==> src/rtl/pattern_gen3_pkg.sv <==
// pattern_gen3 shared types and defaults.
// FSM state encoding and divider width helper.
package pattern_gen_pkg;

    typedef enum logic {
        IDLE  = 1'b0,
        SHIFT = 1'b1
    } pg_state_t;

    localparam int PG_WIDTH = 19;
    localparam int PG_DIV   = 4;

    // Counter width for a modulo-div counter, never narrower than 1 bit.
    function automatic int pg_cw(input int div);
        return (div > 1) ? $clog2(div) : 1;
    endfunction

endpackage

==> src/rtl/pattern_gen3_if.sv <==
// pattern_gen3 control/pattern/serial-output bundle.
// master = stimulus source, slave = the generator.
interface pattern_gen3_if
    import pattern_gen_pkg::*;
#(
    parameter int WIDTH = PG_WIDTH
);
    localparam int IW = $clog2(WIDTH);

    logic             start;
    logic             loop;
    logic [WIDTH-1:0] pat_a;
    logic [WIDTH-1:0] pat_b;
    logic [WIDTH-1:0] pat_c;
    logic             a;
    logic             b;
    logic             c;
    logic             busy;
    logic             done;
    logic [IW-1:0]    bit_idx;

    modport master (
        output start, loop, pat_a, pat_b, pat_c,
        input  a, b, c, busy, done, bit_idx
    );

    modport slave (
        input  start, loop, pat_a, pat_b, pat_c,
        output a, b, c, busy, done, bit_idx
    );

endinterface

==> src/rtl/pattern_gen3_tick_divider.sv <==
// Modulo-DIV counter with synchronous clear.
// tick is high while the count sits at DIV-1.
module tick_divider
    import pattern_gen_pkg::*;
#(
    parameter int DIV = PG_DIV
) (
    input  logic clk,
    input  logic rst_n,
    input  logic clr,
    output logic tick
);
    localparam int CW = pg_cw(DIV);
    localparam logic [CW-1:0] LAST = CW'(DIV - 1);

    logic [CW-1:0] cnt;

    // Count 0..DIV-1 and wrap; clr parks the count at 0.
    always_ff @(posedge clk or negedge rst_n) begin
        if (!rst_n) begin
            cnt <= '0;
        end else if (clr || cnt == LAST) begin
            cnt <= '0;
        end else begin
            cnt <= cnt + 1'b1;
        end
    end

    assign tick = (cnt == LAST);

endmodule

==> src/rtl/pattern_gen3.sv <==
// Three-channel MSB-first serial pattern generator.
// Feeds the A/B/C inputs of nor_gate with skew-free registered bits.
module pattern_gen3
    import pattern_gen_pkg::*;
#(
    parameter int WIDTH = PG_WIDTH,
    parameter int DIV   = PG_DIV
) (
    input  logic          clk,
    input  logic          reset,
    pattern_gen3_if.slave bus
);
    localparam int IW = $clog2(WIDTH);
    localparam logic [IW-1:0] TOP = IW'(WIDTH - 1);

    pg_state_t        state;
    logic [WIDTH-1:0] sh_a;
    logic [WIDTH-1:0] sh_b;
    logic [WIDTH-1:0] sh_c;
    logic [IW-1:0]    idx;
    logic [IW-1:0]    nxt;
    logic             a_q;
    logic             b_q;
    logic             c_q;
    logic             busy_q;
    logic             done_q;
    logic             tick;
    logic             clr;

    assign nxt = idx - 1'b1;
    assign clr = (state == IDLE);

    tick_divider #(
        .DIV (DIV)
    ) u_div (
        .clk   (clk),
        .rst_n (reset),
        .clr   (clr),
        .tick  (tick)
    );

    // Run FSM: capture on start, step one bit per tick, loop or stop.
    always_ff @(posedge clk or negedge reset) begin
        if (!reset) begin
            state  <= IDLE;
            sh_a   <= '0;
            sh_b   <= '0;
            sh_c   <= '0;
            idx    <= TOP;
            a_q    <= 1'b0;
            b_q    <= 1'b0;
            c_q    <= 1'b0;
            busy_q <= 1'b0;
            done_q <= 1'b0;
        end else begin
            done_q <= 1'b0;
            unique case (state)
                IDLE: begin
                    idx <= TOP;
                    if (bus.start) begin
                        sh_a   <= bus.pat_a;
                        sh_b   <= bus.pat_b;
                        sh_c   <= bus.pat_c;
                        a_q    <= bus.pat_a[WIDTH-1];
                        b_q    <= bus.pat_b[WIDTH-1];
                        c_q    <= bus.pat_c[WIDTH-1];
                        busy_q <= 1'b1;
                        state  <= SHIFT;
                    end else begin
                        a_q    <= 1'b0;
                        b_q    <= 1'b0;
                        c_q    <= 1'b0;
                        busy_q <= 1'b0;
                    end
                end
                SHIFT: begin
                    if (tick) begin
                        if (idx != '0) begin
                            idx <= nxt;
                            a_q <= sh_a[nxt];
                            b_q <= sh_b[nxt];
                            c_q <= sh_c[nxt];
                        end else begin
                            done_q <= 1'b1;
                            idx    <= TOP;
                            if (bus.loop) begin
                                a_q <= sh_a[WIDTH-1];
                                b_q <= sh_b[WIDTH-1];
                                c_q <= sh_c[WIDTH-1];
                            end else begin
                                a_q    <= 1'b0;
                                b_q    <= 1'b0;
                                c_q    <= 1'b0;
                                busy_q <= 1'b0;
                                state  <= IDLE;
                            end
                        end
                    end
                end
                default: state <= IDLE;
            endcase
        end
    end

    assign bus.a       = a_q;
    assign bus.b       = b_q;
    assign bus.c       = c_q;
    assign bus.busy    = busy_q;
    assign bus.done    = done_q;
    assign bus.bit_idx = idx;

endmodule

==> src/flat_wrapper.sv <==
// flat-port wrapper written by rule: the top's interface ports become plain ports
module pattern_gen3_flat import pattern_gen_pkg::*;
#(
    parameter int WIDTH = PG_WIDTH,
    parameter int DIV   = PG_DIV
)
  (clk, reset, bus_start, bus_loop, bus_pat_a, bus_pat_b, bus_pat_c, bus_a, bus_b, bus_c, bus_busy, bus_done, bus_bit_idx);
  pattern_gen3_if #(.WIDTH(WIDTH)) bus_i ();
  input  logic clk;
  input  logic reset;
  input wire logic [$bits(bus_i.start)-1:0] bus_start;
  input wire logic [$bits(bus_i.loop)-1:0] bus_loop;
  input wire logic [$bits(bus_i.pat_a)-1:0] bus_pat_a;
  input wire logic [$bits(bus_i.pat_b)-1:0] bus_pat_b;
  input wire logic [$bits(bus_i.pat_c)-1:0] bus_pat_c;
  output wire logic [$bits(bus_i.a)-1:0] bus_a;
  output wire logic [$bits(bus_i.b)-1:0] bus_b;
  output wire logic [$bits(bus_i.c)-1:0] bus_c;
  output wire logic [$bits(bus_i.busy)-1:0] bus_busy;
  output wire logic [$bits(bus_i.done)-1:0] bus_done;
  output wire logic [$bits(bus_i.bit_idx)-1:0] bus_bit_idx;
  assign bus_i.start = bus_start;
  assign bus_i.loop = bus_loop;
  assign bus_i.pat_a = bus_pat_a;
  assign bus_i.pat_b = bus_pat_b;
  assign bus_i.pat_c = bus_pat_c;
  assign bus_a = bus_i.a;
  assign bus_b = bus_i.b;
  assign bus_c = bus_i.c;
  assign bus_busy = bus_i.busy;
  assign bus_done = bus_i.done;
  assign bus_bit_idx = bus_i.bit_idx;
  pattern_gen3 #(.WIDTH(WIDTH), .DIV(DIV)) u_core (.clk(clk), .reset(reset), .bus(bus_i));
endmodule
==> config.mk <==
export PLATFORM = sky130hd
export DESIGN_NAME = pattern_gen3_flat
export DESIGN_NICKNAME = d
export VERILOG_FILES = /design/src/rtl/pattern_gen3_pkg.sv /design/src/rtl/pattern_gen3_if.sv /design/src/rtl/pattern_gen3_tick_divider.sv /design/src/rtl/pattern_gen3.sv /design/src/flat_wrapper.sv
export SDC_FILE = /design/constraint.sdc
export NUM_CORES = 1
export LEC_CHECK = 0
export CORE_ASPECT_RATIO = 0.9
export CORE_MARGIN = 4
export CORE_UTILIZATION = 45
export DETAILED_ROUTE_END_ITERATION = 8
export GPL_ROUTABILITY_DRIVEN = 0
export HOLD_SLACK_MARGIN = 0.05
export PLACE_DENSITY = 0.72
export SYNTH_ARGS = -nofsm -noshare
export SYNTH_HDL_FRONTEND = slang
export SYNTH_SLANG_ARGS = --single-unit
==> constraint.sdc <==
create_clock -name clk -period 5.6 [get_ports clk]
set_clock_uncertainty 0.2 [all_clocks]
set_input_delay 1.12 -clock clk [delete_from_list [all_inputs] [get_ports clk]]
set_output_delay 1.12 -clock clk [all_outputs]
set_load 0.01 [all_outputs]
-- Word-level counts from Yosys, hierarchy flattened
Cells that the tools add are included.
Widths: inputs -> output; s select.
- flip-flop bits (word level): 70
- latch bits: 0
- memory bits (writable): 0
- memory bits (read-only): 0
- input port bits: 61
- output and inout port bits: 10
- word-level logic and storage cells: 60
- memories kept: 0
- add/subtract/negate cells: 2
- multiply operators: 0
- div/mod/pow operators: 0
- order comparisons: 1
- equality and inequality tests: 4
- shift operators: 0
- muxes and demuxes: 37
- bitwise logic cells: 1
- reductions and logical operators: 4
- operator list (cell ; count):
    $mux 1 ; 25
    $bmux 1 s5 ; 3
    $mux 5 ; 2
    $pmux 1 s2 ; 5
    $pmux 5 s2 ; 1
    $lt 5x6->1 const B ; 1
    $ne 2x2->1 const B ; 3
    $reduce_bool 5->1 ; 1
    $sub 5x1->5 const B ; 1
    $reduce_and 3->1 ; 1
    $add 2x1->2 const B ; 1
    $eq 2x2->1 const B ; 1
    $mux 2 ; 1
    $reduce_and 2->1 ; 1
    $logic_or 1x1->1 ; 1
    $not 1->1 ; 1

-- Longest topological paths before layout
- depth after elaboration: 6
- mapped depth: 10
- depth with buffers taken out: 7

-- By module
Synthesis repeated with hierarchy kept, for this count alone.
- cell total of the unflattened synthesis: 375
- area total of the unflattened synthesis: 3425.8 µm²
- by module, submodules not included (module ; times used ; cells each ; area an instance (µm²) ; sequential area each (µm²)):
    pattern_gen3 ; 1 ; 370 ; 3340.7 ; 1704.1
    tick_divider ; 1 ; 5 ; 85.1 ; 50.0

-- Worst setup path after synthesis
OpenSTA, ideal clock, no wires.
- path type: flip-flop to flip-flop
- start point: reg u_core.idx[0], in the netlist u_core.bus.bit_idx[0]
- end point: reg u_core.c_q, in the netlist u_core.bus.c
- setup time: 126 ps
- arrival time: 2008 ps
- data required time: 5274 ps
- slack: 3267 ps
- cell stages (with the launch flop): 11
- path buffers: 3
- clock period less this slack: 2333 ps
- path through: dfrtp_1 buf_4 inv_1 ha_1 buf_6 xor2_2 buf_6 mux4_2 mux2i_1 o2111ai_1 a2bb2oi_1
- word-level cells in the longest chain between the ends: 6
- elaborated cells on any way between the ends: 7
- those cells by class: 1 x add/sub; 5 x mux; 1 x reduce/logical
- RTL lines (element ; RTL line ; source):
    start: declaration ; pattern_gen3.sv:20 ; logic [IW-1:0] idx;
    start signal: assignment ; pattern_gen3.sv:79 ; idx <= nxt;
    $sub 5x1->5 ; pattern_gen3.sv:30 ; assign nxt = idx - 1'b1;
    $bmux 1 s5 ; pattern_gen3.sv:82 ; c_q <= sh_c[nxt];
    $mux 1 (implied by the code) ; pattern_gen3.sv:82 ;
    $mux 1 (*) ; pattern_gen3.sv:78 ; if (idx != '0) begin
    $mux 1 (*) ; pattern_gen3.sv:77 ; if (tick) begin
    $pmux 1 s2 (*) ; pattern_gen3.sv:57 ; unique case (state)
    end signal: assignment ; pattern_gen3.sv:66 ; c_q <= bus.pat_c[WIDTH-1];
    end signal: assignment ; pattern_gen3.sv:82 ;
    end signal: assignment ; pattern_gen3.sv:89 ; c_q <= sh_c[WIDTH-1];
    end: declaration ; pattern_gen3.sv:24 ; logic c_q;
Mark *: on every way between the ends. The rest lies on a longest branch, timed or not. The select of a mux whose other input is x is not followed.
A chain may end at the register's enable or synchronous reset.

-- Worst setup path after layout
- start point: reg u_core.idx[0], in the netlist u_core.bus.bit_idx[0]
- end point: reg u_core.a_q, in the netlist u_core.bus.a
- word-level cells in the longest chain between the ends: 6
- elaborated cells on any way between the ends: 7
- those cells by class: 1 x add/sub; 5 x mux; 1 x reduce/logical
- RTL lines (element ; RTL line ; source):
    $sub 5x1->5 ; pattern_gen3.sv:30 ;
    $bmux 1 s5 ; pattern_gen3.sv:80 ; a_q <= sh_a[nxt];
    $mux 1 (implied by the code) ; pattern_gen3.sv:80 ;
    $mux 1 (*) ; pattern_gen3.sv:78 ;
    $mux 1 (*) ; pattern_gen3.sv:77 ;
    $pmux 1 s2 (*) ; pattern_gen3.sv:57 ;
    end signal: assignment ; pattern_gen3.sv:64 ; a_q <= bus.pat_a[WIDTH-1];
    end signal: assignment ; pattern_gen3.sv:80 ;
    end signal: assignment ; pattern_gen3.sv:87 ; a_q <= sh_a[WIDTH-1];
    end: declaration ; pattern_gen3.sv:22 ; logic a_q;
Marked as above.

==> qor.yml <==
synth:
  synth_top_family_by_area: "simple AND/OR/NAND/NOR gates"
  synth_xor_area_share_pct: 0.7482
  synth-compound-area-share_pct: 5.462
  yosysSeqAreaShare_pct: 52.45
  yosys.area_share.simple_pct: 24.65
  ys_warn_count: 0
  synth.distinct_cells: 39
  syn_area_um2: 3344
  synth_nets: 415
  synth_edf_count: 0
  synth-main-ff-cell: "dfrtp_1"
  synth_mux_area_share_pct: 11.86
  avgSynthCellArea_um2: 9.501
  yosys.area_share.adder_pct: 0.7482
  synth-seq-cells: 70
  synth_async_sr_flop_share_pct: 100.0
  synthCells: 352
critical_path:
  endpoint_kind: "flip-flop"
  slowest_delay_ns: 1.01
  path_cells: "inv_1 > ha_1 > xor2_2 > mux4_1 > mux2i_1 > o2111ai_1 > a2bb2oi_1"
  crit_family: "flip-flops"
  crit_slowest_cell: "dfrtp_1"
  crit_fanout: 22
  startpoint_type: "flip-flop"
  cp_data_arrival_time_ns: 3.42
  r2r_slack_ns: 2.19
  cp.required_ns: 5.61
  crit_buf_inv: 1
  crit_type: "flip-flop to flip-flop"
sta:
  setup_viol: 0
  period_share_pct: 60.90
  fmax_mhz: 293.2
  hold_ws_ns: 0.2451
  grt_setup_unrepaired: "no"
  hold_viol_final: 0
  setup_slack_ns: 2.190
  maxSlewHeadroom_pct: 26.23
  tns_ns: 0
  slew_violations: 0
  finalCriticalPeriod_ns: 3.410
  worst_slew_pin_slew_ns: 1.104
power_and_ir_drop:
  pwr-share-seq_pct: 43.8
  p_sw_uw: 769.9
  combPwrFrac_pct: 39.9
  swShare_pct: 35.27
  p_clk_share_pct: 16.4
  p_leak_uw: 0.002026
  internal_power_uw: 1413
  vdd_drop_max_mv: 0.1801
  powerDensity_nw_per_um2: 517.2
final_layout:
  antennaDiodeCount: 0
  design_area_um2: 4220
  n_fill_cell: 630
  instances_no_fill: 509
  area.growth.synth_to_final_pct: 26.19
  layout-drive-gt1-share_pct: 6.971
  finalNetCount: 475
floorplanning:
  dieArea_um2: 8877
  io_pins: 71
  core_um2: 7148
  start_util_pct: 46.79
  rows: 29
  die_x_um: 98.88
  die_h_um: 89.79
placement:
  place_hpwl_um: 4957
  io_buffer_count: 70
  dpl-instance-area_um2: 4053
  dp_slack_ns: 2.141
  placedCellCount: 494
cts:
  clock_latency_ns: 0.33
  h-tree-depth: 3
  cts_buffers: 9
  path_clk_slew_ns: 0.07
  cts_sinks: 70
  cts_tree: "yes"
  cts_buffer_depth: 2
  postCtsSetupBuffers: 0
  clock-root-buffer: "clkbuf_8"
  cts_resized: 0
  cts_hold_buf: 0
route:
  antenna_left: 0
  drc: 0
  firstDrtPassIters: 4
  drt_iter0_drc: 119
  post_drt_wl_per_cell_um: 14.12
  avgViaCountPerCell: 5.075
  wl_um: 7186
  vias: 2583
hold_path:
  hold_class: "flip-flop to flip-flop"
global_route:
  grt.total_usage_pct: 16.62
  overflow: 0
  antenna_found_initial: 0
  grt_max_degree: 71
  grt_pass1_vias: 2604
  grt_pass1_wl_um: 12130
run:
  drv_cap: 0
status:
  status: "completed"
## cells in the final DEF, fill, tap and decap left out, types with 2 or more instances in the layout
cell and instances:
clkbuf_1 3, clkdlybuf4s50_1 69, dfstp_2 2, nor3b_1 2, o22ai_1 4, o2111ai_1 3, mux4_2 6, mux2_2 3
ha_1 2, dfrtp_1 68, mux2i_1 7, clkbuf_8 11, inv_1 4, nand2_1 178, nor4b_1 2, and3_1 2
nor3_1 3, o21ai_0 6, nor2_1 4, a2bb2oi_1 3, nor2b_1 2, a22oi_1 3, mux4_1 6, nand3_1 5
## power groups by stage
stage	Sequential, uW	Combinational [uW]	Clock [uW]
global route	990	973	388
global placement	950	852	0
CTS	954	881	366
floorplan	882	710	0
finish	955	870	357
detailed placement	964	877	0
## final timing paths
kind | from | endpoint | cells after the start
max | u_core.bus.bit_idx[0] | u_core.bus.a | 7
min | u_core.u_div.cnt[0] | u_core.u_div.cnt[0] | 1
max reg2reg | u_core.bus.bit_idx[0] | u_core.bus.a | 7
min reg2reg | u_core.u_div.cnt[0] | u_core.u_div.cnt[0] | 1
max in group asynchronous | reset | u_core.sh_b[17] | 2
min in group asynchronous | reset | u_core.sh_c[1] | 2
## cell type report
class	instances	area, um2	area share (%)
Clock buffer	14	162.7	3.854
Clock inverter	1	5.005	0.1186
Inverter	4	15.01	0.3558
Multi-Input combinational cell	256	1464	34.69
Sequential cell	70	1754	41.57
Tap cell	93	116.4	2.757
Timing Repair Buffer	71	703.2	16.66
## Yosys cell counts, types with 3 or more instances
cell type | n | area share [%]
nor2_1 | 4 | 0.45
buf_6 | 4 | 1.3
o2111ai_1 | 3 | 0.79
a22oi_1 | 3 | 0.67
clkbuf_1 | 13 | 1.5
mux2_2 | 3 | 1.0
a2bb2oi_1 | 3 | 0.79
nor2b_1 | 3 | 0.56
inv_1 | 4 | 0.45
nand2_1 | 178 | 20
mux4_1 | 6 | 4.7
mux2i_1 | 7 | 2.1
o21ai_0 | 6 | 0.90
dfrtp_1 | 68 | 51
o22ai_1 | 4 | 0.75
nor3_1 | 3 | 0.45
mux4_2 | 6 | 4.0
nand3_1 | 5 | 0.75
## metrics by stage
step / utilization, % / total power [uW]
after CTS: 59.04 / 2201
final: 59.04 / 2183
after floorplan: - / 1592
after detailed placement: 56.70 / 1841
after global placement: 56.70 / 1801
after global routing: 59.04 / 2350
## registers in the layout, summed over array words and instances, names as in the netlist
name	count
u_core.sh_a	19
u_core.sh_b	19
u_core.sh_c	19
u_core.bus.bit_idx	5
u_core.u_div.cnt	2
u_core.bus.a	1
u_core.bus.b	1
u_core.bus.busy	1
u_core.bus.c	1
u_core.bus.done	1
u_core.state	1
## cell families (layout without fill, tap and decap cells)
| kind of cell | Yosys count | in the layout |
|---|---|---|
| mux | 22 | 22 |
| xor+xnor | 2 | 2 |
| buf+inv | 26 | 90 |
| flops | 70 | 70 |
| fa+ha+maj | 2 | 2 |
| compound gates | 26 | 26 |
| simple gates | 204 | 204 |
## per-layer routing
layer  vias to the layer above  track usage, %  share of wire (%)
li1                       1283               -                  -
met1                      1233           22.93                 47
met2                        62           26.34                 47
met3                         5           4.876                5.0
met4                         0           3.299               0.45
met5                         -               0                  0
No activity file was read; power rests on OpenSTA's default activity.
